**src/rtl/cpu_core_params_pkg.sv**
```systemverilog
// Core-wide data types shared by the CPU pipeline blocks.
package cpu_core_params;

    localparam int unsigned CPU_DATA_WIDTH = 32;

    typedef logic [CPU_DATA_WIDTH-1:0] cpu_data_t;

endpackage

```
**src/rtl/mul_div_controller_pkg.sv**
```systemverilog
// Types for the multiply/divide controller: FSM state, issue request and HI/LO pair.
package mul_div_params;

    import cpu_core_params::*;

    typedef enum logic [1:0] {
        IDLE,
        MUL,
        DIV,
        FIX
    } mul_div_state_t;

    typedef struct packed {
        logic      multiply;
        logic      divide;
        logic      signed_op;
        cpu_data_t source1;
        cpu_data_t source2;
    } mul_div_request_t;

    typedef struct packed {
        cpu_data_t high;
        cpu_data_t low;
    } high_low_t;

endpackage

```
**src/rtl/mul_div_controller_divider.sv**
```systemverilog
// Iterative restoring divider on unsigned magnitudes; one quotient bit per cycle.
module mul_div_divider
    import mul_div_params::*;
#(
    parameter int unsigned DATA_WIDTH = 32,
    parameter int unsigned DIV_CYCLES = DATA_WIDTH
) (
    input  logic                  clock,
    input  logic                  reset_n,
    input  logic                  start,
    input  logic                  cancel,
    input  logic [DATA_WIDTH-1:0] dividend,
    input  logic [DATA_WIDTH-1:0] divisor,
    output logic                  done,
    output logic [DATA_WIDTH-1:0] quotient,
    output logic [DATA_WIDTH-1:0] remainder
);

    localparam int unsigned COUNT_WIDTH = $clog2(DIV_CYCLES + 1);
    localparam logic [COUNT_WIDTH-1:0] LAST_COUNT = COUNT_WIDTH'(DIV_CYCLES - 1);

    logic [DATA_WIDTH-1:0]  quotient_q;
    logic [DATA_WIDTH-1:0]  remainder_q;
    logic [DATA_WIDTH-1:0]  divisor_q;
    logic [COUNT_WIDTH-1:0] count_q;
    logic                   running_q;

    logic [DATA_WIDTH:0] shifted;
    logic [DATA_WIDTH:0] difference;
    logic                fits;

    // Quotient register doubles as the dividend shift source; its MSB feeds the remainder.
    always_comb begin
        shifted    = {remainder_q, quotient_q[DATA_WIDTH-1]};
        difference = shifted - {1'b0, divisor_q};
        fits       = ~difference[DATA_WIDTH];
    end

    assign done      = running_q & (count_q == LAST_COUNT);
    assign quotient  = quotient_q;
    assign remainder = remainder_q;

    always_ff @(posedge clock or negedge reset_n) begin
        if (!reset_n) begin
            quotient_q  <= '0;
            remainder_q <= '0;
            divisor_q   <= '0;
            count_q     <= '0;
            running_q   <= 1'b0;
        end else if (cancel) begin
            count_q   <= '0;
            running_q <= 1'b0;
        end else if (start) begin
            quotient_q  <= dividend;
            remainder_q <= '0;
            divisor_q   <= divisor;
            count_q     <= '0;
            running_q   <= 1'b1;
        end else if (running_q) begin
            remainder_q <= fits ? difference[DATA_WIDTH-1:0] : shifted[DATA_WIDTH-1:0];
            quotient_q  <= {quotient_q[DATA_WIDTH-2:0], fits};
            if (count_q == LAST_COUNT) begin
                count_q   <= '0;
                running_q <= 1'b0;
            end else begin
                count_q <= count_q + 1'b1;
            end
        end
    end

endmodule

```
**src/rtl/mul_div_controller.sv**
```systemverilog
// MIPS multiply/divide sequencer: owns HI/LO, runs MULT/DIV, applies MTHI/MTLO, stalls EX.
module mul_div_controller
    import mul_div_params::*;
#(
    parameter int unsigned DATA_WIDTH = 32,
    parameter int unsigned DIV_CYCLES = DATA_WIDTH
) (
    input  logic                  clock,
    input  logic                  reset_n,
    input  logic                  op_valid,
    input  logic                  op_multiply,
    input  logic                  op_divide,
    input  logic                  op_signed,
    input  logic [DATA_WIDTH-1:0] source1,
    input  logic [DATA_WIDTH-1:0] source2,
    input  logic                  hl_write_valid,
    input  logic                  hl_write_high,
    input  logic [DATA_WIDTH-1:0] hl_write_data,
    input  logic                  read_high,
    input  logic                  read_low,
    input  logic                  flush,
    output logic                  stall,
    output logic                  busy,
    output logic [DATA_WIDTH-1:0] high_value,
    output logic [DATA_WIDTH-1:0] low_value
);

    mul_div_state_t   state;
    mul_div_request_t issue;
    high_low_t        hl;

    logic [DATA_WIDTH-1:0]   operand_a;
    logic [DATA_WIDTH-1:0]   operand_b;
    logic                    signed_q;

    logic                    accept;
    logic                    hl_apply;
    logic                    div_start;
    logic                    div_done;
    logic [DATA_WIDTH-1:0]   dividend_mag;
    logic [DATA_WIDTH-1:0]   divisor_mag;
    logic [DATA_WIDTH-1:0]   quotient;
    logic [DATA_WIDTH-1:0]   remainder;
    logic [2*DATA_WIDTH-1:0] ext_a;
    logic [2*DATA_WIDTH-1:0] ext_b;
    logic [2*DATA_WIDTH-1:0] product;
    logic                    quotient_neg;
    logic                    remainder_neg;

    assign issue = '{multiply:  op_multiply,
                     divide:    op_divide,
                     signed_op: op_signed,
                     source1:   source1,
                     source2:   source2};

    assign busy = (state != IDLE);
    // A simultaneous op and MTHI/MTLO in IDLE: the op is taken, the write must be retried.
    assign stall = busy ? (op_valid | hl_write_valid | read_high | read_low)
                        : (op_valid & hl_write_valid);

    assign accept    = ~busy & op_valid & ~flush & (issue.multiply | issue.divide);
    assign hl_apply  = ~busy & hl_write_valid & ~op_valid & ~flush;
    assign div_start = accept & issue.divide;

    always_comb begin
        dividend_mag = (issue.signed_op && issue.source1[DATA_WIDTH-1]) ? -issue.source1
                                                                        : issue.source1;
        divisor_mag  = (issue.signed_op && issue.source2[DATA_WIDTH-1]) ? -issue.source2
                                                                        : issue.source2;
    end

    // Sign-extend to full width; the truncated product is then exact for both signednesses.
    always_comb begin
        ext_a   = {{DATA_WIDTH{signed_q & operand_a[DATA_WIDTH-1]}}, operand_a};
        ext_b   = {{DATA_WIDTH{signed_q & operand_b[DATA_WIDTH-1]}}, operand_b};
        product = ext_a * ext_b;
    end

    assign quotient_neg  = signed_q & (operand_a[DATA_WIDTH-1] ^ operand_b[DATA_WIDTH-1]);
    assign remainder_neg = signed_q & operand_a[DATA_WIDTH-1];

    mul_div_divider #(
        .DATA_WIDTH(DATA_WIDTH),
        .DIV_CYCLES(DIV_CYCLES)
    ) u_divider (
        .clock    (clock),
        .reset_n  (reset_n),
        .start    (div_start),
        .cancel   (flush),
        .dividend (dividend_mag),
        .divisor  (divisor_mag),
        .done     (div_done),
        .quotient (quotient),
        .remainder(remainder)
    );

    always_ff @(posedge clock or negedge reset_n) begin
        if (!reset_n) begin
            state     <= IDLE;
            hl        <= '0;
            operand_a <= '0;
            operand_b <= '0;
            signed_q  <= 1'b0;
        end else if (flush) begin
            state <= IDLE;
        end else begin
            unique case (state)
                IDLE: begin
                    if (hl_apply) begin
                        if (hl_write_high) begin
                            hl.high <= hl_write_data;
                        end else begin
                            hl.low <= hl_write_data;
                        end
                    end
                    if (accept) begin
                        operand_a <= issue.source1;
                        operand_b <= issue.source2;
                        signed_q  <= issue.signed_op;
                        state     <= issue.multiply ? MUL : DIV;
                    end
                end
                MUL: begin
                    hl.high <= product[2*DATA_WIDTH-1:DATA_WIDTH];
                    hl.low  <= product[DATA_WIDTH-1:0];
                    state   <= IDLE;
                end
                DIV: begin
                    if (div_done) begin
                        state <= FIX;
                    end
                end
                FIX: begin
                    hl.low  <= quotient_neg ? -quotient : quotient;
                    hl.high <= remainder_neg ? -remainder : remainder;
                    state   <= IDLE;
                end
                default: state <= IDLE;
            endcase
        end
    end

    assign high_value = hl.high;
    assign low_value  = hl.low;

endmodule
```
**config.mk**
```make
export PLATFORM = sky130hd
export DESIGN_NAME = mul_div_controller
export DESIGN_NICKNAME = d
export VERILOG_FILES = /design/src/rtl/cpu_core_params_pkg.sv /design/src/rtl/mul_div_controller_pkg.sv /design/src/rtl/mul_div_controller_divider.sv /design/src/rtl/mul_div_controller.sv
export SDC_FILE = /design/constraint.sdc
export NUM_CORES = 2
export LEC_CHECK = 0
export ABC_AREA = 1
export ABC_CLOCK_PERIOD_IN_PS = 22600
export CAP_MARGIN = 20
export CELL_PAD_IN_SITES_DETAIL_PLACEMENT = 0
export CELL_PAD_IN_SITES_GLOBAL_PLACEMENT = 2
export CORE_MARGIN = 1
export CORE_UTILIZATION = 42
export DETAILED_ROUTE_END_ITERATION = 8
export GPL_TIMING_DRIVEN = 1
export PLACE_DENSITY_LB_ADDON = 0.1
export SYNTH_ARGS = -nofsm -noshare
export SYNTH_HDL_FRONTEND = slang
export SYNTH_SLANG_ARGS = --single-unit
```
**constraint.sdc**
```tcl
create_clock -name clock -period 22.6 [get_ports clock]
set_input_delay 2.26 -clock clock [delete_from_list [all_inputs] [get_ports clock]]
set_output_delay 2.26 -clock clock [all_outputs]
set_load 0.005 [all_outputs]
```
==> summary.md <==
The run finished with clean final reports. The most critical setup path has its startpoint at signed_q$_DFFE_PN0P_. The worst relative slew slack came out at 0.2754. The number of hold buffers added after CTS was 0.

The area occupied by multi-input gates was 41300 sq um. In the final timing run, aggregate negative setup slack is 0 ns. The remaining design rule violation count was 0; the number of buffers inserted by post-CTS setup repair was 0. For the pin with the worst max-slew slack, the measured transition is 1.075 ns. Count of H-tree levels built during CTS: 1. The part of the Yosys area used for sequential elements came out at 0.1047. Setup repair after global routing left no endpoint under its margin. The async set or reset register ratio after synthesis was 1.000.

TritonCTS built the clock tree. The setup skew after layout was 0.01869 ns. The average routed wire per standard cell is 22.26 um. A synthesized cell averages 7.447 sq um. The setup path with the least slack is of type flop to flop. Detailed routing inserted a total of 47259 vias. The logs give 0 for the number of hold violations in the final report and 7 for the count of TritonRoute iterations in the first routing pass.

The tools report the slack of the critical path as 13.50 ns. The number of vias per cell after detailed routing was 5.117. The floorplan step defined a die boundary enclosing 134600 sq um.

The first global-routing pass estimated 316.9 mm of wire. The run gives 2989 as the iteration-0 DRC count of the detailed router. The maximum frequency from static timing analysis is 109.9 MHz. The largest fanout on the critical path works out to 43. Among all flip-flop cells after synthesis, the most frequent one is dfrtp_1. The number of placed cells counting well taps was 9179. The effective utilization at floorplan is 0.4242, and the count of max-cap constraint violations is 0. Summed over all layers, the routed wires come to 205.6 mm. Across the whole layout, storage elements account for 5859 sq um. The run gives 0.4872 ns as the post-route worst hold slack. Number of pins with negative max-slew slack in the final report: 0. Subtracting the final worst setup slack from the clock period gives 9.097 ns. The path class of the tightest hold or removal check is flop to flop. The synthesized instance count is 7507, and the required time at the endpoint of the critical path is 23.10 ns.

The area of the placeable core came out at 131800 sq um. The type of element launching the critical path is a flop. The tools report the via count of the first global-routing pass as 50170.

The count of final setup violators was 0. The commonest non-fill, non-tap cell in the layout was nand2_1. Entering global routing, the biggest net connects 148 pins. CTS saw 234 sinks. Clock tree synthesis inserted a total of 29 buffers. The tree is rooted in a clkbuf_16. During synthesis, Yosys emitted a total of 0 warnings. After synthesis the cells add up to 55900 sq um.

For the count of cell types in the netlist, the log shows 49. In the layout the commonest cells are nand2_1 (2055), inv_1 (1963), fa_1 (1126), nor2_1 (429), nand3_1 (295). The run gives 10 as the initial antenna violation count. The later pin in the worst-skew pair is clocked with a latency of 0.62 ns.

Floorplan row count: 133. The clock-pin transition on the worst setup and hold timing paths came out at 0.07 ns. For the total of fill cells in the finished design, the log shows 13791.

The fraction of final layout cells sized beyond drive strength 1 is 0.02621, and the net count of the finished layout is 8940. The worst slack after detailed placement was 13.62 ns. The ratio of final minimum period to clock period was 0.4025; the count of pins on the block boundary was 173.

Buffers placed on the I/O ports in this run total 172. From left edge to right edge, the die measures 366.8 um. The filler-free cell count of the finished design is 9236, and the weighted congestion reported at the end of routability-driven placement is 0.9618.

The maximum clock insertion buffer count was 3. The startpoint identified for the worst hold timing path is operand_a[20]$_DFFE_PN0P_. After synthesis the netlist holds a flip-flop and latch count of 234. The run gives 0.3143 as the combined global-route utilization of all metal layers. Detailed placement finished with a half-perimeter wire length of 170.8 mm. The data arrival time at the worst-slack endpoint is 9.60 ns, and the chip height is 366.8 um.

The startpoint of the worst-slack reg-to-reg timing path was signed_q$_DFFE_PN0P_. Count of flip-flops with a built-in enable after synthesis: 0. In this design, the stage delay of the slowest critical-path cell is 0.92 ns. Gates resized during post-CTS repair numbered 0. The worst setup path is captured at a flop. The slowest stage cell on the critical path is fa_1.

The detail route stage leaves a number of antenna-violating nets equal to 0. The synthesis-to-finish area growth was 7.641%; the aggregate global routing overflow was 0. Synthesis produced a netlist with a net count of 8990.
synthesized netlist by cell type, types with 5 or more instances:
| cell type | number | share of area |
|---|---|---|
| a21o_1 | 5 | 0.00067 |
| a21oi_1 | 197 | 0.018 |
| a31oi_1 | 18 | 0.0020 |
| buf_1 | 11 | 0.00074 |
| buf_2 | 13 | 0.0012 |
| clkbuf_1 | 317 | 0.021 |
| clkinv_1 | 5 | 0.00034 |
| dfrtp_1 | 234 | 0.10 |
| fa_1 | 1126 | 0.40 |
| ha_1 | 250 | 0.056 |
| inv_1 | 1963 | 0.13 |
| mux2_2 | 6 | 0.0012 |
| nand2_1 | 2055 | 0.14 |
| nand3_1 | 295 | 0.026 |
| nand3b_1 | 15 | 0.0020 |
| nand4_1 | 48 | 0.0054 |
| nor2_1 | 430 | 0.029 |
| nor3_1 | 43 | 0.0038 |
| nor4_1 | 7 | 0.00078 |
| o211ai_1 | 14 | 0.0019 |
| o21ai_0 | 237 | 0.021 |
| o21ai_1 | 5 | 0.00045 |
| o21bai_1 | 28 | 0.0038 |
| o221ai_1 | 23 | 0.0036 |
| o22ai_1 | 9 | 0.0010 |
| o31ai_1 | 5 | 0.00067 |
| or2_2 | 27 | 0.0030 |
| xnor2_1 | 22 | 0.0034 |
| xor2_1 | 50 | 0.0078 |
routing by layer:
| metal | wire length [um] | vias to the layer above | GRT usage |
|---|---|---|---|
| met5 | 49 | - | 0 |
| met4 | 6188 | 8 | 0.08534 |
| met3 | 10860 | 246 | 0.03019 |
| met2 | 101100 | 1310 | 0.5449 |
| met1 | 87370 | 24070 | 0.4183 |
| li1 | - | 21625 | - |
flip-flops by register name, indices dropped and copies added, names as in the netlist:
signal	count
high_value	32
u_divider.quotient	32
u_divider.count_q	6
u_divider.running_q	1
u_divider.remainder	32
operand_b	32
state	2
low_value	32
signed_q	1
u_divider.divisor_q	32
operand_a	32
worst paths after layout:
path / endpoint / slack [ns] / cells after the start
worst max-delay path: high_value[27]$_DFFE_PN0P_ / 13.50 / 32
worst min-delay path: operand_a[20]$_DFFE_PN0P_ / 0.49 / 2
worst max register to register: high_value[27]$_DFFE_PN0P_ / 13.50 / 32
worst min register to register: operand_a[20]$_DFFE_PN0P_ / 0.49 / 2
max in group asynchronous: operand_b[23]$_DFFE_PN0P_ / 19.42 / 2
min in group asynchronous: low_value[3]$_DFFE_PN0P_ / 1.69 / 1
stage by stage:
stage          instance area, sq um  utilization
3_3_place_gp                  59190       0.4491
2_1_floorplan                 55900            -
6_report                      60170       0.4566
4_1_cts                       60150       0.4564
5_1_grt                       60170       0.4565
3_5_place_dp                  59190       0.4491
cell type report:
cell class,count,area share
multi-input cells,4954,0.6863
inverters,1972,0.1230
clock inverters,16,0.003015
well taps,1755,0.03649
diodes,2,0.00008317
flip-flops and latches,234,0.09737
clock buffers,37,0.01306
repair buffers,266,0.04063
critical path, delay by kind of cell (launching register included):
family	cells	cell delay [ns]
fa+ha+maj	9	5.01
buf+inv	11	1.77
simple gates	12	1.73
flops	1	0.44
cells by family after synthesis:
| kind of cell | count (synthesis) | share of synthesized area |
|---|---|---|
| fa+ha+maj | 1376 | 0.4592 |
| compound gates | 562 | 0.05611 |
| xor+xnor | 72 | 0.01128 |
| buf+inv | 2319 | 0.1566 |
| simple gates | 2937 | 0.2107 |
| mux | 7 | 0.001388 |
| flops | 234 | 0.1047 |
Power is not shown: default switching activity piles up to over one toggle a cycle in this logic, so the estimate is an artifact.
